`src/rtl/dnn_layer_seq_if.sv`:
```
// Bundle of every handshake and bus signal around the layer sequencer:
// the upstream feature source, the weight ROM, the MAC datapath and the
// downstream result sink. The sequencer uses the slave view. The
// surrounding environment uses the master view.
interface dnn_layer_seq_if #(
    parameter int IN_SIZE  = 7,
    parameter int OUT_SIZE = 17,
    parameter int ADDR_W   = 5
);
    logic                    s_valid;
    logic                    s_ready;
    logic [4*IN_SIZE-1:0]    s_data;
    logic                    w_ren;
    logic [ADDR_W-1:0]       w_addr;
    logic [IN_SIZE-1:0]      w_rdata;
    logic                    mac_start;
    logic [4*IN_SIZE-1:0]    x_flat;
    logic [16*IN_SIZE-1:0]   w_flat;
    logic                    mac_ready;
    logic [4*OUT_SIZE-1:0]   mac_flat;
    logic                    m_valid;
    logic                    m_ready;
    logic [4*IN_SIZE-1:0]    m_data;

    modport master (
        output s_valid, s_data, w_rdata, mac_ready, mac_flat, m_ready,
        input  s_ready, w_ren, w_addr, mac_start, x_flat, w_flat, m_valid, m_data
    );

    modport slave (
        input  s_valid, s_data, w_rdata, mac_ready, mac_flat, m_ready,
        output s_ready, w_ren, w_addr, mac_start, x_flat, w_flat, m_valid, m_data
    );
endinterface

```
`src/rtl/dnn_layer_seq.sv`:
```
// Layer sequencer for the 4x4 fully-connected MAC datapath. It runs
// NUM_LAYERS layers per input vector on the single datapath. For each layer
// it loads 16 weights from the ROM, fires the datapath once, and then
// requantises the results (ReLU, arithmetic shift, clamp). The requantised
// values become the next layer's activations.
module dnn_layer_seq #(
    parameter int IN_SIZE    = 7,
    parameter int OUT_SIZE   = 17,
    parameter int NUM_LAYERS = 2,
    parameter int SHIFT      = 4,
    parameter int ADDR_W     = 5,
    localparam int LW        = (NUM_LAYERS > 1) ? $clog2(NUM_LAYERS) : 1
) (
    input  logic                  clk,
    input  logic                  rst_n,
    dnn_layer_seq_if.slave        bus,
    output logic                  busy,
    output logic [LW-1:0]         layer_idx
);

    localparam logic [2:0] IDLE     = 3'd0;
    localparam logic [2:0] LOAD_W   = 3'd1;
    localparam logic [2:0] FIRE     = 3'd2;
    localparam logic [2:0] WAIT_MAC = 3'd3;
    localparam logic [2:0] DONE     = 3'd4;

    // Largest positive activation, held at MAC width so the clamp compares
    // at full precision before truncation.
    localparam logic signed [OUT_SIZE-1:0] ACT_MAX_WIDE =
        {{(OUT_SIZE-IN_SIZE+1){1'b0}}, {(IN_SIZE-1){1'b1}}};
    localparam logic signed [IN_SIZE-1:0]  ACT_MAX = {1'b0, {(IN_SIZE-1){1'b1}}};

    logic [2:0]                  state;
    logic [4:0]                  k;          // ROM load counter, 0..16
    logic                        m_valid_r;
    logic signed [IN_SIZE-1:0]   x_reg [4];
    logic signed [IN_SIZE-1:0]   w_reg [16];
    logic                        rd_phase;
    logic [ADDR_W-1:0]           addr_base;

    // ReLU, then arithmetic shift, then clamp to the largest positive activation.
    function automatic logic signed [IN_SIZE-1:0] requant(
        input logic signed [OUT_SIZE-1:0] v
    );
        logic signed [OUT_SIZE-1:0] sh;
        sh = v >>> SHIFT;
        if (v < 0)
            requant = '0;
        else if (sh > ACT_MAX_WIDE)
            requant = ACT_MAX;
        else
            requant = sh[IN_SIZE-1:0];
    endfunction

    // Sequencer state, counters and the activation/weight registers.
    always_ff @(posedge clk or negedge rst_n) begin
        if (!rst_n) begin
            state     <= IDLE;
            k         <= '0;
            layer_idx <= '0;
            m_valid_r <= 1'b0;
            for (int i = 0; i < 4; i++)  x_reg[i] <= '0;
            for (int s = 0; s < 16; s++) w_reg[s] <= '0;
        end else begin
            case (state)
                IDLE: begin
                    if (bus.s_valid) begin
                        for (int i = 0; i < 4; i++)
                            x_reg[i] <= bus.s_data[i*IN_SIZE +: IN_SIZE];
                        layer_idx <= '0;
                        k         <= '0;
                        state     <= LOAD_W;
                    end
                end
                LOAD_W: begin
                    // ROM data lags its address by one cycle, so slot k-1 lands at k.
                    if (k != 5'd0)
                        w_reg[4'(k - 5'd1)] <= bus.w_rdata;
                    if (k == 5'd16)
                        state <= FIRE;
                    else
                        k <= k + 5'd1;
                end
                FIRE: begin
                    state <= WAIT_MAC;
                end
                WAIT_MAC: begin
                    if (bus.mac_ready) begin
                        for (int j = 0; j < 4; j++)
                            x_reg[j] <= requant(bus.mac_flat[j*OUT_SIZE +: OUT_SIZE]);
                        if (layer_idx == LW'(NUM_LAYERS - 1)) begin
                            state <= DONE;
                        end else begin
                            layer_idx <= layer_idx + 1'b1;
                            k         <= '0;
                            state     <= LOAD_W;
                        end
                    end
                end
                DONE: begin
                    // The result is presented one cycle after DONE is entered,
                    // and it is held until the sink takes it.
                    if (m_valid_r && bus.m_ready) begin
                        m_valid_r <= 1'b0;
                        state     <= IDLE;
                    end else begin
                        m_valid_r <= 1'b1;
                    end
                end
                default: begin
                    state <= IDLE;
                end
            endcase
        end
    end

    // Handshake, ROM addressing and datapath control decoded from the state.
    always_comb begin
        rd_phase      = (state == LOAD_W) && !k[4];
        addr_base     = ADDR_W'({layer_idx, 4'b0000});
        bus.s_ready   = (state == IDLE);
        bus.w_ren     = rd_phase;
        bus.w_addr    = rd_phase ? (addr_base + ADDR_W'(k)) : '0;
        bus.mac_start = (state == FIRE);
        bus.m_valid   = m_valid_r;
        busy          = (state != IDLE);
    end

    // Flatten the activation and weight registers onto the buses.
    always_comb begin
        bus.x_flat = '0;
        bus.m_data = '0;
        bus.w_flat = '0;
        for (int i = 0; i < 4; i++) begin
            bus.x_flat[i*IN_SIZE +: IN_SIZE] = x_reg[i];
            bus.m_data[i*IN_SIZE +: IN_SIZE] = x_reg[i];
        end
        for (int s = 0; s < 16; s++)
            bus.w_flat[s*IN_SIZE +: IN_SIZE] = w_reg[s];
    end

endmodule

```
`src/flat_wrapper.sv`:
```
// flat-port wrapper written by rule: the top's interface ports become plain ports
module dnn_layer_seq_flat 
#(
    parameter int IN_SIZE    = 7,
    parameter int OUT_SIZE   = 17,
    parameter int NUM_LAYERS = 2,
    parameter int SHIFT      = 4,
    parameter int ADDR_W     = 5,
    localparam int LW        = (NUM_LAYERS > 1) ? $clog2(NUM_LAYERS) : 1
)
  (clk, rst_n, busy, layer_idx, bus_s_valid, bus_s_data, bus_w_rdata, bus_mac_ready, bus_mac_flat, bus_m_ready, bus_s_ready, bus_w_ren, bus_w_addr, bus_mac_start, bus_x_flat, bus_w_flat, bus_m_valid, bus_m_data);
  dnn_layer_seq_if #(.IN_SIZE(IN_SIZE), .OUT_SIZE(OUT_SIZE), .ADDR_W(ADDR_W)) bus_i ();
  input  logic clk;
  input  logic rst_n;
  output logic busy;
  output logic [LW-1:0] layer_idx;
  input wire logic [$bits(bus_i.s_valid)-1:0] bus_s_valid;
  input wire logic [$bits(bus_i.s_data)-1:0] bus_s_data;
  input wire logic [$bits(bus_i.w_rdata)-1:0] bus_w_rdata;
  input wire logic [$bits(bus_i.mac_ready)-1:0] bus_mac_ready;
  input wire logic [$bits(bus_i.mac_flat)-1:0] bus_mac_flat;
  input wire logic [$bits(bus_i.m_ready)-1:0] bus_m_ready;
  output wire logic [$bits(bus_i.s_ready)-1:0] bus_s_ready;
  output wire logic [$bits(bus_i.w_ren)-1:0] bus_w_ren;
  output wire logic [$bits(bus_i.w_addr)-1:0] bus_w_addr;
  output wire logic [$bits(bus_i.mac_start)-1:0] bus_mac_start;
  output wire logic [$bits(bus_i.x_flat)-1:0] bus_x_flat;
  output wire logic [$bits(bus_i.w_flat)-1:0] bus_w_flat;
  output wire logic [$bits(bus_i.m_valid)-1:0] bus_m_valid;
  output wire logic [$bits(bus_i.m_data)-1:0] bus_m_data;
  assign bus_i.s_valid = bus_s_valid;
  assign bus_i.s_data = bus_s_data;
  assign bus_i.w_rdata = bus_w_rdata;
  assign bus_i.mac_ready = bus_mac_ready;
  assign bus_i.mac_flat = bus_mac_flat;
  assign bus_i.m_ready = bus_m_ready;
  assign bus_s_ready = bus_i.s_ready;
  assign bus_w_ren = bus_i.w_ren;
  assign bus_w_addr = bus_i.w_addr;
  assign bus_mac_start = bus_i.mac_start;
  assign bus_x_flat = bus_i.x_flat;
  assign bus_w_flat = bus_i.w_flat;
  assign bus_m_valid = bus_i.m_valid;
  assign bus_m_data = bus_i.m_data;
  dnn_layer_seq #(.IN_SIZE(IN_SIZE), .OUT_SIZE(OUT_SIZE), .NUM_LAYERS(NUM_LAYERS), .SHIFT(SHIFT), .ADDR_W(ADDR_W)) u_core (.clk(clk), .rst_n(rst_n), .bus(bus_i), .busy(busy), .layer_idx(layer_idx));
endmodule
```
`config.mk`:
```
export PLATFORM = sky130hd
export DESIGN_NAME = dnn_layer_seq_flat
export DESIGN_NICKNAME = d
export VERILOG_FILES = /design/src/rtl/dnn_layer_seq_if.sv /design/src/rtl/dnn_layer_seq.sv /design/src/flat_wrapper.sv
export SDC_FILE = /design/constraint.sdc
export NUM_CORES = 1
export LEC_CHECK = 0
export ABC_AREA = 1
export CAP_MARGIN = 40
export CORE_ASPECT_RATIO = 1.75
export CORE_MARGIN = 4
export CORE_UTILIZATION = 35
export CTS_BUF_LIST = sky130_fd_sc_hd__clkbuf_4
export DETAILED_ROUTE_END_ITERATION = 6
export PLACE_DENSITY_LB_ADDON = 0.25
export SYNTH_ARGS = -nofsm -noshare
export SYNTH_HDL_FRONTEND = slang
export SYNTH_SLANG_ARGS = --single-unit
export TNS_END_PERCENT = 20
```
`constraint.sdc`:
```
create_clock -name clk -period 2 [get_ports clk]
set_clock_uncertainty 0.15 [all_clocks]
set_input_delay 0.5 -clock clk [delete_from_list [all_inputs] [get_ports clk]]
set_output_delay 0.5 -clock clk [all_outputs]
set_load 0.005 [all_outputs]
```
# Yosys cells after proc, flatten, opt, wreduce, memory -nomap -nowiden
# Index checks and enable logic that the tools add are counted.
# word_totals
register_bits	150
elab_cells	94
# classes
add_sub_neg	4
order_cmp	10
eq_ne	11
n_mux	31
n_bitwise	1
reduce_logical	13
# ops
op	n
$bwmux 112	1
$lt 17x1->1 const B	4
$mux 7	9
$mux 28	2
$pmux 28 s2	1
$gt 13x7->1 const B	4
$demux 7 s4	1
$mux 5	5
$mux 3	5
$pmux 3 s5	1
$pmux 5 s3	1
$ne 2x2->1 const B	4
$eq 3x2->1 const B	2
$reduce_bool 3->1	2
$add 5x1->5 const B	1
$add 5x5->5	1
$eq 5x5->1 const B	1
$ge 5x5->1 const B	1
$lt 5x1->1 const B	1
$not 4->5	1
$reduce_and 5->1	1
$reduce_bool 5->1	1
$mux 1	4
$ne 2x1->1 const B	2
12 further kinds	14

# Logic depth before layout (Yosys ltp)
# Gate-level depths: netlist of the first run.
# logic_depth
depth_word	7
ltp_mapped	9

# Worst setup path after synthesis of the first run
# OpenSTA, ideal clock, no wires.
# synth_timing
path_type	register -> register
start	register u_core.k[0]
end	register u_core.w_reg, in the netlist u_core.bus.w_flat[14]
setup_time_ps	65
t_arrival_ps	1671
t_required_ps	1785
path_slack_ps	114
path_stages_with_launch	9
path_buffers	1
synth_period_minus_slack_ps	1886
cell_sequence	dfrtp_1 inv_1 ha_1 xnor2_2 nand3_2 buf_2 nor2_4 nand2_1 nand2_1
# synth_via
elab_chain_cells	7
elab_cells_between_ends	10
classes_between	1 x add/sub; 2 x order compare; 3 x mux; 1 x bitwise; 3 x reduce/logical
# synth_lines
element	line	text
from (decl)	dnn_layer_seq.sv:34	logic [4:0] k;
from (signal assigned)	dnn_layer_seq.sv:82	k <= k + 5'd1;
$sub 4x1->4	dnn_layer_seq.sv:78	w_reg[4'(k - 5'd1)] <= bus.w_rdata;
$not 4->5 (implied by the code)	dnn_layer_seq.sv:78	
$ge 5x5->1 (implied by the code) or $lt 5x1->1 (tied branches)	dnn_layer_seq.sv:78	
$logic_and 1x1->1 (implied by the code)	dnn_layer_seq.sv:78	
$mux 7 (implied by the code)	dnn_layer_seq.sv:78	
$demux 7 s4	dnn_layer_seq.sv:78	
$bwmux 112	dnn_layer_seq.sv:78	
to (signal, indexed assignment)	dnn_layer_seq.sv:78	
to (decl)	dnn_layer_seq.sv:37	logic signed [IN_SIZE-1:0] w_reg [16];
# Several ways; a longest one is shown, not always the timed one.
# A chain may end at the register's enable or synchronous reset.

# Final worst setup path of the first run
# layout_timing
start	register u_core.state[1]
end	output bus_w_addr[0]
# layout_via
elab_chain_cells	3
# layout_lines
element	line	text
from (decl)	dnn_layer_seq.sv:33	logic [2:0] state;
from (signal assigned)	dnn_layer_seq.sv:58	state <= IDLE;
from (signal assigned)	dnn_layer_seq.sv:72	state <= LOAD_W;
from (signal assigned)	dnn_layer_seq.sv:80	state <= FIRE;
$eq 3x1->1	dnn_layer_seq.sv:119	rd_phase = (state == LOAD_W) && !k[4];
$logic_and 1x1->1	dnn_layer_seq.sv:119	
$mux 5	dnn_layer_seq.sv:123	bus.w_addr = rd_phase ? (addr_base + ADDR_W'(k)) : '0;
to (decl)	flat_wrapper.sv:25	output wire logic [$bits(bus_i.w_addr)-1:0] bus_w_addr;
# Every way passes these cells.

==> results.py, run 1 <==
metrics = {
    "placed_design": {
        "dp_hpwl_um": 16500,
        "place_congestion": 0.841,
        "place_area_um2": 10300,
        "post-place-ws_ps": -127,
        "port_buffers": 270,
    },
    "detailed_routing": {
        "wl_per_cell_um": 15.3,
        "drt_pass1_iterations": 4,
        "final_antenna_net_count": 0,
        "route.vias.total": 6856,
        "viasPerCell": 4.75,
        "route.detailed.drc": 0,
        "wl_um": 22200,
        "dr.first_iter.drc_count": 444,
    },
    "floorplanning": {
        "die-area_um2": 23000,
        "floorplan.die.width_um": 116,
        "core-area_um2": 20300,
        "start_util": 0.355,
        "die_y_um": 198,
        "io_pins": 287,
        "core.rowCount": 69,
    },
    "power": {
        "switching_power_mw": 6.03,
        "clkPwrFrac": 0.117,
        "power.density_nw_per_um2": 1390,
        "leakagePower_nw": 4.78,
        "p_int_mw": 8.58,
        "power_mw": 14.6,
        "power_frac_comb": 0.524,
        "p_seq_frac": 0.359,
        "ir_worst_vdd_mv": 0.955,
        "power.share.switching": 0.413,
    },
    "clocking": {
        "cts_root_buf": "clkbuf_4",
        "clkSinkCount": 150,
        "cts_htree_levels": 4,
        "insertion_delay_ps": 520,
        "cts_tree": "yes",
        "clk_pin_slew_ps": 120,
        "cts_max_path_buffers": 2,
        "cts_buffers": 17,
    },
    "setup_path": {
        "setup.worst_path.start": "u_core.state[1]$_DFFE_PN0P_",
        "worstReg2RegStart": "u_core.state[1]$_DFFE_PN0P_",
        "endpoint_kind": "output pin",
        "critical-path-slowest-cell": "dfrtp_1",
        "r2r_slack_ps": 50,
        "slowest_delay_ps": 430,
        "cp.arrival_ps": 1610,
        "critPathKind": "flop to output pin",
        "required_ps": 1350,
        "cp-start-kind": "flop",
        "worst_path_most_repeated_cell": "nor2_4",
        "cp_max_fo": 5,
        "crit_chain": "nor2_4, nand2_4, nor2_4, buf_6, inv_6, nor2_2, buf_2",
    },
    "global_route": {
        "grt_pass1_wl_um": 35600,
        "grt_antenna_before_repair": 1,
        "grt_usage": 0.196,
        "grt_pass1_vias": 6956,
        "grt_max_degree": 47,
        "grt_overflow": 0,
    },
    "yosys": {
        "ys_seq_elements": 150,
        "ys_warn_count": 0,
        "synth_edf_count": 0,
        "synth.distinct_cells": 26,
        "synth_area_um2": 7200,
        "avgSynthCellArea_um2": 7.99,
        "yosysSeqAreaShare": 0.521,
        "ys.flop_type": "dfrtp_1",
        "synthArstFlopShare": 1.00,
        "syn_inst": 901,
        "synth_nets": 1015,
    },
    "finish": {
        "num-nets-final": 1298,
        "area_growth_pct": 46.3,
        "drive_gt1_frac": 0.136,
        "n_fill_cell": 1991,
        "final_cell_area_um2": 10500,
        "utilization": 0.519,
    },
    "min_path": {
        "holdCritPathClass": "input pin to asynchronous set/reset pin",
    },
    "timing": {
        "worst_pin_slew_ps": 487,
        "fin_ws_ps": -258,
        "post-route-period-util": 1.13,
        "final_max_slew_viol_count": 0,
        "setup-violations-final": 9,
        "post-route-min-period_ps": 2260,
        "rsz0062_at_grt": "yes",
        "slew_headroom": 0.674,
        "fmax_mhz": 443,
        "hold_viol_final": 0,
    },
    "flow_run": {
        "maxCapViolCount": 0,
    },
    "status": {
        "violations": "setup timing",
        "outcome": "finished, violations left",
    },
}
## worst paths after layout
path                                                     end  cells past startpoint
setup / recovery                               bus_w_addr[0]                      7
hold / removal              u_core.bus.w_flat[8]$_DFFE_PN0P_                      2
setup reg to reg           u_core.bus.w_flat[97]$_DFFE_PN0P_                     10
hold reg to reg            u_core.bus.w_flat[94]$_DFFE_PN0P_                      2
max in group asynchronous  u_core.bus.w_flat[40]$_DFFE_PN0P_                      3
min in group clk           u_core.bus.w_flat[94]$_DFFE_PN0P_                      2
## final cells by class
class                           count  area [µm²]  area share
Antenna cell                        1        2.50    0.000238
Clock buffer                       18         135      0.0128
Clock inverter                     12         106      0.0101
Inverter                           41         166      0.0158
Multi-Input combinational cell    634        2940       0.279
Sequential cell                   150        3750       0.357
Tap cell                          248         310      0.0295
Timing Repair Buffer              340        3120       0.296
## critical path, delay by kind of cell (launching register included)
kind	cells	cell delay, ps
and+or+nand+nor	4	390
DFF	1	430
buffers and inverters	3	260
## per-layer routing
metal / wire, µm / track usage / share of wire / up-vias
met4: 608 / 0.0783 / 0.027 / 0
li1: - / - / - / 3385
met1: 8240 / 0.216 / 0.37 / 3169
met2: 11800 / 0.354 / 0.53 / 265
met5: 0 / 0 / 0 / -
met3: 1530 / 0.0453 / 0.069 / 37
## cells in the mapped netlist (2+ instances only)
cell type    n  share of area
buf_6        3         0.0047
nand2_1    404           0.21
nor2_1      32          0.017
nand4_1      2         0.0017
inv_2        2         0.0010
inv_1       38          0.020
nand3_4      2         0.0049
nand3_1     34          0.024
clkbuf_1    31          0.016
nand3_2      7         0.0097
buf_4       28          0.029
buf_2       13         0.0090
o21ai_0    120          0.083
dfrtp_1    150           0.52
o21ai_1      5         0.0035
ha_1         6          0.010
nor2_4      13          0.020
nor2_2       3         0.0026
## registers in the layout (all words and copies together), names as in the netlist
| name | cells |
|---|---|
| u_core.bus.w_flat | 112 |
| u_core.bus.m_data | 28 |
| u_core.k | 5 |
| u_core.state | 3 |
| u_core.bus.m_valid | 1 |
| u_core.layer_idx | 1 |
## power groups by stage
| stage | combinational (mW) | clock, mW | sequential, mW |
|---|---|---|---|
| global route | 8.62 | 1.91 | 5.44 |
| floorplan | 3.65 | 0 | 5.32 |
| detailed placement | 8.39 | 0 | 5.42 |
| finish | 7.66 | 1.71 | 5.24 |
| CTS | 7.62 | 1.76 | 5.27 |
| global placement | 8.28 | 0 | 5.40 |
## placed cells by master, fill, tap and decap left out, drive strengths merged
master / count
a211oi: 1
a21oi: 1
buf: 79
bufinv: 1
clkbuf: 25
clkdlybuf4s50: 90
clkinv: 5
clkinvlp: 4
dfrtp: 150
diode: 1
dlygate4sd2: 163
dlygate4sd3: 1
ha: 6
inv: 43
nand2: 405
nand3: 43
nand4: 2
nor2: 48
o21ai: 125
xnor2: 2
xor2: 1
## kinds of logic after synthesis
logic type	after synthesis	share of synthesized area
buf+inv	117	0.0819
flops	150	0.521
simple gates	498	0.292
fa+ha+maj	6	0.0104
compound gates	127	0.0886
xor+xnor	3	0.00574
## timing repair
action,4_1_cts,5_1_grt
buffers inserted,16,4
hold buffers,1,0
hold endpoints to repair,118,0
setup endpoints to repair,202,109
pin swaps,3,8
gates resized for setup,229,32
## stage by stage
stage / setup TNS (ps) / cells / hold slack [ps]
2_1_floorplan: 0 / 901 / 54.4
3_3_place_gp: -726 / 1393 / 240
3_5_place_dp: -1540 / 1393 / 237
4_1_cts: -3800 / 1440 / 200
5_1_grt: -3490 / 1444 / 211
6_report: -1680 / 1444 / 248
Note: power is estimated with default switching activity, not from simulation.
==> run 2: changes to the inputs <==
--- a/config.mk
+++ b/config.mk
@@ -12,6 +12,7 @@
 export CORE_UTILIZATION = 35
 export CTS_BUF_LIST = sky130_fd_sc_hd__clkbuf_4
 export DETAILED_ROUTE_END_ITERATION = 6
+export DONT_BUFFER_PORTS = 1
 export PLACE_DENSITY_LB_ADDON = 0.25
 export SYNTH_ARGS = -nofsm -noshare
 export SYNTH_HDL_FRONTEND = slang
==> run 2 against run 1 <==
Effect of this change:
- the flow finishes with violations (hold timing, setup timing)
- design area shrank 20%
- non-clock buffer count shrank 255
- wire length shrank 3.9%
- clock power grew 26%
- sequential cell count is the same
- via count shrank 14%
- power shrank 10%
- combinational power shrank 33%
- critical path depth shrank 2
- cell count shrank 18%
- setup slack gained 130 ps
- die area is the same
- critical endpoint is now bus_s_ready
==> results.py, run 2 (synthesis results as in run 1) <==
metrics = {
    "global_route": {
        "grt_pass1_vias": 5909,
        "grt_max_degree": 151,
        "grt.busiest_layer": "met2",
        "met2_usage": 0.328,
        "grt_usage": 0.184,
        "use_met1": 0.199,
        "grt_antenna_before_repair": 1,
        "grt_overflow": 0,
        "grtUsageMet3": 0.0541,
        "grt_pass1_wl_um": 32900,
    },
    "flow_run": {
        "maxCapViolCount": 0,
    },
    "detailed_routing": {
        "route.detailed.drc": 0,
        "wl_per_cell_um": 17.9,
        "final_antenna_net_count": 0,
        "route.vias.total": 5912,
        "wl_um": 21300,
        "dr.first_iter.drc_count": 273,
        "viasPerCell": 4.97,
        "drt_pass1_iterations": 6,
    },
    "timing": {
        "fmax_mhz": 469,
        "rsz0062_at_grt": "yes",
        "post-route-period-util": 1.07,
        "post-route-min-period_ps": 2130,
        "hold_viol_final": 150,
        "holdWs_ps": -498,
        "slew_headroom": 0.326,
        "fin_ws_ps": -131,
        "fin_setup_tns_ps": -966,
        "worst_pin_slew_ps": 1010,
        "setup-violations-final": 9,
        "final_max_slew_viol_count": 0,
    },
    "setup_path": {
        "cp_max_fo": 2,
        "slowest_delay_ps": 450,
        "cp.arrival_ps": 1480,
        "crit_family": "flip-flops",
        "required_ps": 1350,
        "crit_chain": "buf_4, nor2_4, nand2_2, buf_6, inv_1",
        "endpoint_kind": "output pin",
        "cp-start-kind": "flop",
        "critical-path-slowest-cell": "dfrtp_2",
        "critPathBufInv": 3,
        "critPathKind": "flop to output pin",
    },
    "clocking": {
        "cts_tree": "yes",
        "cts_max_path_buffers": 2,
        "cts_htree_levels": 4,
        "clkSinkCount": 150,
        "cts_buffers": 17,
        "clk_pin_slew_ps": 130,
        "insertion_delay_ps": 520,
        "ctsHoldBuffers": 43,
        "cts_root_buf": "clkbuf_4",
    },
    "floorplanning": {
        "core.rowCount": 69,
        "core-area_um2": 20300,
        "floorplan.die.width_um": 116,
        "die_y_um": 198,
        "io_pins": 287,
        "start_util": 0.355,
        "die-area_um2": 23000,
    },
    "status": {
        "violations": "hold timing, setup timing",
        "outcome": "finished, violations left",
    },
    "finish": {
        "drive_gt1_frac": 0.136,
        "largest_reg_flops": 112,
        "layout_commonest_cell": "nand2_1",
        "n_fill_cell": 2016,
        "area_growth_pct": 17.3,
        "final_cell_area_um2": 8440,
        "num-nets-final": 1043,
        "final_cell_mix": "402 x nand2_1, 148 x dfrtp_1, 120 x o21ai_0",
    },
    "power": {
        "ir_worst_vdd_mv": 0.867,
        "leakagePower_nw": 3.69,
        "power_mw": 13.1,
        "power.density_nw_per_um2": 1550,
    },
    "placed_design": {
        "post-place-ws_ps": 10.7,
        "dp_hpwl_um": 14500,
        "port_buffers": 0,
        "place_congestion": 0.777,
        "place_area_um2": 7430,
    },
    "min_path": {
        "holdCritPathClass": "input pin to asynchronous set/reset pin",
    },
}
## run 2: cell count changes in the layout (fill, tap and decap cells not counted), sizes merged
cell	previous run	this run
dlygate4sd2	163	0
clkdlybuf4s50	90	0
dlygate4sd3	1	43
buf	79	41
clkbuf	25	21
bufinv	1	4
clkinvlp	4	2
clkinv	5	4
inv	43	42
## run 2: final timing paths
kind,start,to,slack [ps],cells after the start
max in group asynchronous,rst_n,u_core.bus.w_flat[42]$_DFFE_PN0P_,1970,0
hold reg to reg,u_core.bus.w_flat[96]$_DFFE_PN0P_,u_core.bus.w_flat[96]$_DFFE_PN0P_,370,2
min in group clk,bus_mac_flat[50],u_core.bus.m_data[18]$_DFFE_PN0P_,70,5
hold / removal,rst_n,u_core.bus.w_flat[91]$_DFFE_PN0P_,-500,0
setup / recovery,u_core.state[1]$_DFFE_PN0P_,bus_s_ready,-130,5
setup reg to reg,u_core.k[0]$_DFFE_PN0P_,u_core.bus.w_flat[40]$_DFFE_PN0P_,100,10
## run 2: layout make-up
type | count | area [µm²] | area share
sequential | 150 | 3760 | 0.445
inverter | 41 | 161 | 0.0191
multi-input combinational | 634 | 2970 | 0.351
timing repair buffer | 85 | 920 | 0.109
clock inverter | 11 | 175 | 0.0208
tap | 248 | 310 | 0.0368
clock buffer | 20 | 150 | 0.0178
antenna | 1 | 2.50 | 0.000296
## run 2: layer usage
metal,wire [µm],vias to the layer above
met1,7500,2764
met2,11400,242
li1,-,2866
met4,665,0
met3,1740,40
met5,0,-
## run 2: repair_timing
item | in CTS | in global routing
cloned | 0 | 1
setup endpoints to repair | 13 | 106
resized for setup | 25 | 13
pin swaps | 3 | 4
hold endpoints to repair | 292 | 150
buffers inserted | 6 | 5
## run 2: through the flow
step	std cells	utilization	hold WS, ps
floorplan	901	-	54.4
global placement	1101	0.366	57.8
detailed placement	1101	0.366	58.1
CTS	1181	0.409	-581
global route	1190	0.416	-585
finish	1190	0.416	-498
## run 2: power by group
part	switching [mW]	internal, mW	total (mW)
combinational	3.21	1.95	5.16
clock	1.12	1.04	2.16
sequential	1.38	4.42	5.80
==> run 3: changes to the inputs <==
--- a/config.mk
+++ b/config.mk
@@ -8,11 +8,12 @@
 export ABC_AREA = 1
 export CAP_MARGIN = 40
 export CORE_ASPECT_RATIO = 1.75
-export CORE_MARGIN = 4
+export CORE_MARGIN = 10
 export CORE_UTILIZATION = 35
 export CTS_BUF_LIST = sky130_fd_sc_hd__clkbuf_4
 export DETAILED_ROUTE_END_ITERATION = 6
 export DONT_BUFFER_PORTS = 1
+export HOLD_SLACK_MARGIN = 0.02
 export PLACE_DENSITY_LB_ADDON = 0.25
 export SYNTH_ARGS = -nofsm -noshare
 export SYNTH_HDL_FRONTEND = slang
==> run 3 against run 2 <==
Effect of this change:
- the flow still finishes with violations (hold timing, setup timing)
- first-iteration DRC count grew 16%
- setup slack got worse by 89 ps
- via count increased by 0.29%
- combinational power barely moved
- design area is 0.39% higher
- sequential power increased by 2%
- register-to-register slack about the same
- fmax shrank 4.0%
- global-route usage decreased by 1.6 points
- critical endpoint is now bus_w_addr[1]
- largest cell class unchanged
==> results.py, run 3 (synthesis results as in run 1) <==
metrics = {
    "timing": {
        "final_max_slew_viol_count": 0,
        "worst_pin_slew_ps": 979,
        "hold_viol_final": 150,
        "fin_ws_ps": -220,
        "slew_headroom": 0.345,
        "fmax_mhz": 450,
        "setup-violations-final": 9,
        "holdWs_ps": -532,
        "post-route-period-util": 1.11,
        "post-route-min-period_ps": 2220,
        "rsz0062_at_grt": "yes",
    },
    "power": {
        "leakagePower_nw": 3.68,
        "power_mw": 13.1,
        "ir_worst_vdd_mv": 0.880,
        "power.density_nw_per_um2": 1550,
    },
    "placed_design": {
        "dp_hpwl_um": 16000,
        "dp_cells": 1098,
        "port_buffers": 0,
        "place_area_um2": 7370,
        "place_congestion": 0.780,
    },
    "global_route": {
        "grt_antenna_before_repair": 1,
        "grt_usage": 0.167,
        "grt_pass1_wl_um": 35400,
        "grt_overflow": 0,
        "grt_max_degree": 151,
        "grt_pass1_vias": 5973,
    },
    "clocking": {
        "cts_buffers": 17,
        "clk_pin_slew_ps": 130,
        "cts_max_path_buffers": 2,
        "cts_tree": "yes",
        "ctsHoldBuffers": 46,
        "insertion_delay_ps": 560,
        "cts_root_buf": "clkbuf_4",
        "cts_htree_levels": 4,
        "clkSinkCount": 150,
    },
    "floorplanning": {
        "start_util": 0.355,
        "die-area_um2": 26900,
        "floorplan.die.width_um": 128,
        "core.rowCount": 69,
        "core-area_um2": 20300,
        "io_pins": 287,
        "die_y_um": 210,
    },
    "finish": {
        "drive_gt1_frac": 0.137,
        "layout_commonest_cell": "nand2_1",
        "largest_reg_flops": 112,
        "num-nets-final": 1046,
        "final_cell_area_um2": 8470,
        "final_cells": 1193,
        "final_cell_mix": "401 x nand2_1, 148 x dfrtp_1, 119 x o21ai_0",
        "area_growth_pct": 17.7,
    },
    "detailed_routing": {
        "wl_um": 23100,
        "dr.first_iter.drc_count": 318,
        "final_antenna_net_count": 0,
        "wl_per_cell_um": 19.4,
        "viasPerCell": 4.97,
        "route.detailed.drc": 0,
        "drt_pass1_iterations": 4,
        "route.vias.total": 5929,
    },
    "flow_run": {
        "maxCapViolCount": 0,
    },
    "setup_path": {
        "endpoint_kind": "output pin",
        "cp-start-kind": "flop",
        "critPathKind": "flop to output pin",
        "cp.arrival_ps": 1570,
        "required_ps": 1350,
        "cp_max_fo": 5,
    },
    "min_path": {
        "holdCritPathClass": "input pin to asynchronous set/reset pin",
    },
    "status": {
        "violations": "hold timing, setup timing",
        "outcome": "finished, violations left",
    },
}
## run 3: cell types whose count changed in the layout (fill, tap and decap cells not counted), moves of 2 or more
| cell | before | now |
|---|---|---|
| buf_12 | 11 | 8 |
| ha_2 | 2 | 0 |
| nand3_4 | 3 | 7 |
| buf_4 | 27 | 24 |
| buf_8 | 2 | 5 |
| nand3_2 | 7 | 4 |
| buf_6 | 1 | 4 |
| nor2_2 | 5 | 9 |
| dlygate4sd3_1 | 43 | 46 |
| nor2_4 | 24 | 21 |
## run 3: report_power, final
| part | switching [mW] | internal [mW] |
|---|---|---|
| Combinational | 3.24 | 1.94 |
| Sequential | 1.49 | 4.42 |
| Clock | 1.15 | 0.888 |
| Total | 5.89 | 7.25 |
## run 3: per-stage QoR
step                      hold WS [ps]  setup WS, ps  setup TNS [ps]  utilization
final                             -532          -220           -1520        0.418
after global routing              -593          -314           -2510        0.418
after CTS                         -590          -274           -2660        0.406
after detailed placement          59.5         -64.3            -723        0.363
after global placement            59.1         -21.9            -216        0.363
after floorplan                   54.4           114               0            -
## run 3: routing by layer
metal  global-route usage  wire (µm)  vias up
met1                0.178       8440     2788
met3               0.0585       2110       28
met5                    0          0        -
met2                0.294      12100      249
li1                     -          -     2864
met4               0.0627        456        0
## run 3: repair_timing
action | CTS | global route
hold endpoints to repair | 292 | 150
gates cloned | 0 | 1
pin swaps | 2 | 8
buffers inserted | 5 | 7
gates resized for setup | 25 | 25
endpoints found under the setup margin | 49 | 123
## run 3: critical path, stage by stage (launching register included)
cell and delay [ps]:
dfrtp_2 420, inv_2 60, nor2_4 140, nand2_4 70
nor2_4 140, inv_4 90, nor2_4 100
## run 3: area by class of cell
| cell class | count | area [µm²] |
|---|---|---|
| antenna | 1 | 2.50 |
| clock buffer | 19 | 143 |
| clock inverter | 12 | 154 |
| fill | 2025 | 11800 |
| inverter | 41 | 164 |
| multi-input combinational | 634 | 3000 |
| sequential | 150 | 3760 |
| tap | 248 | 310 |
| timing repair buffer | 88 | 946 |
## run 3: final timing paths
path | end | slack, ps | startpoint | depth (start not counted)
worst max register to register | u_core.bus.w_flat[54]$_DFFE_PN0P_ | 90 | u_core.k[0]$_DFFE_PN0P_ | 9
max in group asynchronous | u_core.bus.w_flat[53]$_DFFE_PN0P_ | 1980 | rst_n | 0
worst min-delay path | u_core.bus.w_flat[7]$_DFFE_PN0P_ | -530 | rst_n | 0
worst max-delay path | bus_w_addr[1] | -220 | u_core.state[0]$_DFFE_PN0P_ | 6
worst min register to register | u_core.bus.w_flat[95]$_DFFE_PN0P_ | 380 | u_core.bus.w_flat[95]$_DFFE_PN0P_ | 2
min in group clk | u_core.bus.m_data[4]$_DFFE_PN0P_ | 50 | bus_mac_flat[16] | 5
==> RTL change 1 (settings of run 3) <==
`NUM_LAYERS` is set to 2 in 2 places; all go to 4.
--- a/src/rtl/dnn_layer_seq.sv
+++ b/src/rtl/dnn_layer_seq.sv
@@ -6,7 +6,7 @@
 module dnn_layer_seq #(
     parameter int IN_SIZE    = 7,
     parameter int OUT_SIZE   = 17,
-    parameter int NUM_LAYERS = 2,
+    parameter int NUM_LAYERS = 4,
     parameter int SHIFT      = 4,
     parameter int ADDR_W     = 5,
     localparam int LW        = (NUM_LAYERS > 1) ? $clog2(NUM_LAYERS) : 1
--- a/src/flat_wrapper.sv
+++ b/src/flat_wrapper.sv
@@ -3,7 +3,7 @@
 #(
     parameter int IN_SIZE    = 7,
     parameter int OUT_SIZE   = 17,
-    parameter int NUM_LAYERS = 2,
+    parameter int NUM_LAYERS = 4,
     parameter int SHIFT      = 4,
     parameter int ADDR_W     = 5,
     localparam int LW        = (NUM_LAYERS > 1) ? $clog2(NUM_LAYERS) : 1
Interface: changed (resized layer_idx); port bits go from 287 to 288. No check against the original RTL was run, so the function may have changed too.
==> RTL change 1 against run 3 <==
  * The flow still finishes with violations (hold timing, setup timing)
  * Area after synthesis is 0.45% higher
  * Via count is 3.8% higher
  * Power is 2.7% higher
  * Die area is 0.40% higher
  * Count of clock-buffer cells in the layout is 2 lower
  * Sequential cell count is 1 higher
  * Routed wire length is 8.5% higher
  * First-iteration DRC count is 7.2% lower
  * Cell area is 3.6% higher
  * Setup slack worse by 0.020 ns
  * Sequential power hardly changed
  * Largest cell class unchanged
  * Highest routed layer is now met5
==> RTL change 1: results <==
status:
  status: "finished, violations left"
  violations: "hold timing, setup timing"
pwr:
  ir_drop_uv: 849
  switching_power_mw: 5.99
  power_clock_mw: 2.12
  intPower_mw: 7.51
  p_leak_nw: 3.95
  seq_power_share: 0.438
logic_synthesis:
  seq_area_frac_synth: 0.523
  netlist_top_cells_area: "dfrtp_1, nand2_1, o21ai_0"
  syn_inst: 928
  yosys.cell_types.count: 21
  synthesis.nets: 1043
  ys_top_cells_by_count: "nand2_1, dfrtp_1, o21ai_0"
routing:
  wl_per_cell_um: 20.2
  drt_pre_antenna_iters: 6
  wl_met1_um: 8940
  wl_met3_um: 2270
  viasPerCell: 4.97
  drtIter0Drc: 295
  wl_met2_um: 13300
  routed_wl_um: 25000
  top_layer_used: "met5"
place:
  gp_congestion: 0.800
  portBuffers: 0
  dp.cells: 1146
  dpl_cell_area_um2: 7590
  post-dp-hpwl_um: 17200
  place_ws_ns: -0.0189
clock_network:
  hold_buffers: 42
global_routing:
  grt_antenna_before_repair: 5
  grt_pass1_vias: 6205
  met3_usage: 0.0696
  grtUsageTotal: 0.181
  grt_pass1_wl_um: 37900
  gr-usage-met1: 0.187
  grt_max_degree: 152
  grtUsageMet2: 0.322
sta:
  worst_pin_slew_ns: 0.901
  setup_viol: 15
  fin_hold_ws_ns: -0.532
  setup_tns_ns: -1.72
  hold_viol: 151
  worst_slack_ns: -0.240
final_layout:
  drive_above_1_share: 0.144
  fillers: 2015
critical_path:
  max_stage_delay_ns: 0.44
  critPathTopFamily: "flip-flops"
==> RTL change 1: cell types whose count changed after synthesis, sizes merged, moves of 3 or more <==
cell and change:
inv +14, nand2 +12, buf +8, clkbuf -8, nand3 +3, nor2 -3, o21ai -3
==> RTL change 1: cells by family after synthesis <==
logic type	Yosys count	synth area share
flops	151	0.523
buf+inv	130	0.0857
fa+ha+maj	7	0.0121
simple gates	515	0.292
xor+xnor	3	0.00363
compound gates	122	0.0844
==> RTL change 1: what timing repair did <==
item / in CTS / in global routing
hold endpoints to repair: 293 / 151
endpoints found under the setup margin: 48 / 149
resized for setup: 25 / 34
cloned: 0 / 2
pin swaps: 2 / 9
buffers inserted: 5 / 7
==> RTL change 1: layout make-up <==
class	instances	area (µm²)	area share
timing repair buffer	106	1130	0.128
inverter	54	208	0.0237
antenna	3	7.51	0.000856
tap	248	310	0.0354
multi-input combinational	648	3030	0.346
clock inverter	13	181	0.0207
sequential	151	3780	0.431
clock buffer	17	128	0.0145
==> RTL change 1: path summary, 6_finish.rpt <==
kind                       depth (start not counted)                                end                               from  slack (ns)
max                                                6                        bus_s_ready        u_core.state[0]$_DFFE_PN0P_       -0.24
min                                                0  u_core.bus.m_data[14]$_DFFE_PN0P_                              rst_n       -0.53
max reg2reg                                       12   u_core.bus.m_data[5]$_DFFE_PN0P_        u_core.state[0]$_DFFE_PN0P_       -0.01
min reg2reg                                        2  u_core.bus.w_flat[75]$_DFFE_PN0P_  u_core.bus.w_flat[75]$_DFFE_PN0P_        0.41
max in group asynchronous                          0        u_core.state[1]$_DFFE_PN0P_                              rst_n        1.80
min in group clk                                   6   u_core.bus.m_data[7]$_DFFE_PN0P_                   bus_mac_flat[21]        0.08
==> RTL change 2 (flow settings as in run 3) <==
Without the edit above. Reset style: synchronous (`rst_n`), changed in one clocked block.
--- a/src/rtl/dnn_layer_seq.sv
+++ b/src/rtl/dnn_layer_seq.sv
@@ -53,7 +53,7 @@
     endfunction
 
     // Sequencer state, counters and the activation/weight registers.
-    always_ff @(posedge clk or negedge rst_n) begin
+    always_ff @(posedge clk) begin
         if (!rst_n) begin
             state     <= IDLE;
             k         <= '0;
Formal check against the unedited RTL: differs if rst_n is asserted again (counterexample within 4 cycles, from zero or initial values and one cycle with rst_n low); with rst_n held inactive, the same outputs for 10 cycles.
==> RTL change 2 against run 3 <==
  * The run ends with setup timing left
  * Area after synthesis down 12%
  * Cell area down 10%
  * Synthesized cell count down 37%
  * Setup slack better by 0.049 ns
  * Sequential cell count unchanged
  * Sequential share of layout area up 14 points
  * Non-clock buffer count up 5
  * Critical path depth unchanged
  * Routed wire length down 13%
Power is not compared: it rests on default switching activity, and its combinational part moved more than twofold at a synthesized area within 25%.
==> RTL change 2: results <==
critical_path:
  r2r_cells: 7
  r2r_start: "u_core.state[1]$_SDFFE_PN0P_"
  arrival_ns: 1.52
  max_stage_delay_ns: 0.35
  regToRegSetupSlack_ns: 0.02
  crit_fanout: 5
  cp_slowest_cell: "dfxtp_2"
  r2r_end: "u_core.w_reg[2][2]$_SDFFCE_PN0P_"
hold_path:
  whs_path_depth: 2
  hold_class: "in -> reg"
  hp-start: "bus_s_data[15]"
  whs_endpoint: "u_core.x_reg[2][1]$_DFFE_PP_"
global_routing:
  grt_pass1_wl_um: 28400
  grtUsageTotal: 0.162
  grt_pass1_vias: 4641
  grt_max_degree: 25
clock_network:
  clkTransAtPathRegs_ns: 0.15
  clk_latency_ns: 0.55
  cts_made_buffers: 17
job:
  cap_violations: 0
routing:
  drtIter0Drc: 260
  wl_per_cell_um: 22.7
  drt_pre_antenna_iters: 4
  num_vias: 4345
logic_synthesis:
  synth_edf_count: 140
  yosys.cell_types.count: 27
  netlist_top_cells_area: "edfxtp_1, nor2_1, nand2_1"
  synthesis.nets: 681
  async_reset_ff_frac: 0
  ys_top_cells_by_count: "nor2_1, edfxtp_1, nand2_1"
  seq_area_frac_synth: 0.694
  synthFlopType: "edfxtp_1"
  yosysMostFrequentCell: "nor2_1"
place:
  place_ws_ns: 0.00605
  gp_congestion: 0.842
  dpl_cell_area_um2: 6750
  post-dp-hpwl_um: 14900
status:
  status: "finished, violations left"
  violations: "setup timing"
sta:
  worst_slack_ns: -0.171
  fin_hold_ws_ns: 0.0842
  setup_viol: 9
  worst_pin_slew_ns: 0.298
final_layout:
  drive_above_1_share: 0.237
  final_net_count: 750
## RTL change 2: cell count changes after synthesis, sizes merged, moves of 14 or more
| cell | delta |
|---|---|
| nor2 | +110 |
| o21ai | -100 |
| nand2 | -302 |
| edfxtp | +140 |
| clkbuf | -22 |
| a21oi | +14 |
| dfrtp | -150 |
| nand3 | -25 |
## RTL change 2: worst max-delay path, delay by kind of cell (launching register included)
family | cells | cell delay [ns]
AND/OR/NAND/NOR | 4 | 0.39
flip-flops | 1 | 0.35
buffers and inverters | 2 | 0.23
## RTL change 2: through the flow
step,cells,utilization,setup TNS (ns)
floorplan,567,-,0
global placement,805,0.375,0
detailed placement,805,0.375,0
CTS,883,0.421,-2.00
global route,884,0.423,-20.57
finish,884,0.423,-1.13
## RTL change 2: layout make-up
class                      instances  area, µm²
timing repair buffer              93        807
clock buffer                      20        150
sequential                       150       4410
multi-input combinational        339       1650
antenna                            1       2.50
fill                            1657      10400
tap                              234        293
clock inverter                    12        154
inverter                          35        134
## RTL change 2: layer usage
| metal | GRT usage | part of all wire | vias up |
|---|---|---|---|
| li1 | - | - | 2003 |
| met1 | 0.140 | 0.32 | 2053 |
| met2 | 0.326 | 0.59 | 269 |
| met3 | 0.0525 | 0.078 | 20 |
| met4 | 0.0554 | 0.016 | 0 |
| met5 | 0 | 0 | - |
## RTL change 2: timing repair
item	4_1_cts	5_1_grt
hold buffers	42	0
pin swaps	1	0
setup buffers	4	0
endpoints found under the setup margin	65	274
resized for setup	24	12
hold endpoints to repair	31	0
## RTL change 2: how the worst max path moves through the flow
stage                                             from                               end  slack [ns]  depth (start not counted)
final                     u_core.state[1]$_SDFFE_PN0P_                     bus_w_addr[3]       -0.17                          6
after global routing      u_core.state[0]$_SDFFE_PN0P_                     bus_w_addr[3]       -0.28                          7
after CTS                 u_core.state[0]$_SDFFE_PN0P_                     bus_w_addr[2]       -0.29                          7
after detailed placement      u_core.k[1]$_SDFFE_PN0P_  u_core.w_reg[5][6]$_SDFFCE_PN0P_       0.006                          7
after global placement        u_core.k[1]$_SDFFE_PN0P_  u_core.w_reg[5][2]$_SDFFCE_PN0P_        0.03                          7
after floorplan               u_core.k[1]$_SDFFE_PN0P_  u_core.w_reg[0][0]$_SDFFCE_PN0P_       0.007                          7
## RTL change 2: power by group
group	total, mW	switching, mW	internal [mW]
Clock	2.01	1.10	0.909
Combinational	1.63	1.02	0.610
Sequential	4.00	0.264	3.74
Total	7.64	2.39	5.26
## RTL change 2: cell families after synthesis
| group | Yosys count | synth area share |
|---|---|---|
| compound gates | 41 | 0.0327 |
| flops | 150 | 0.694 |
| simple gates | 289 | 0.192 |
| xor+xnor | 3 | 0.00532 |
| fa+ha+maj | 6 | 0.0118 |
| buf+inv | 78 | 0.0641 |
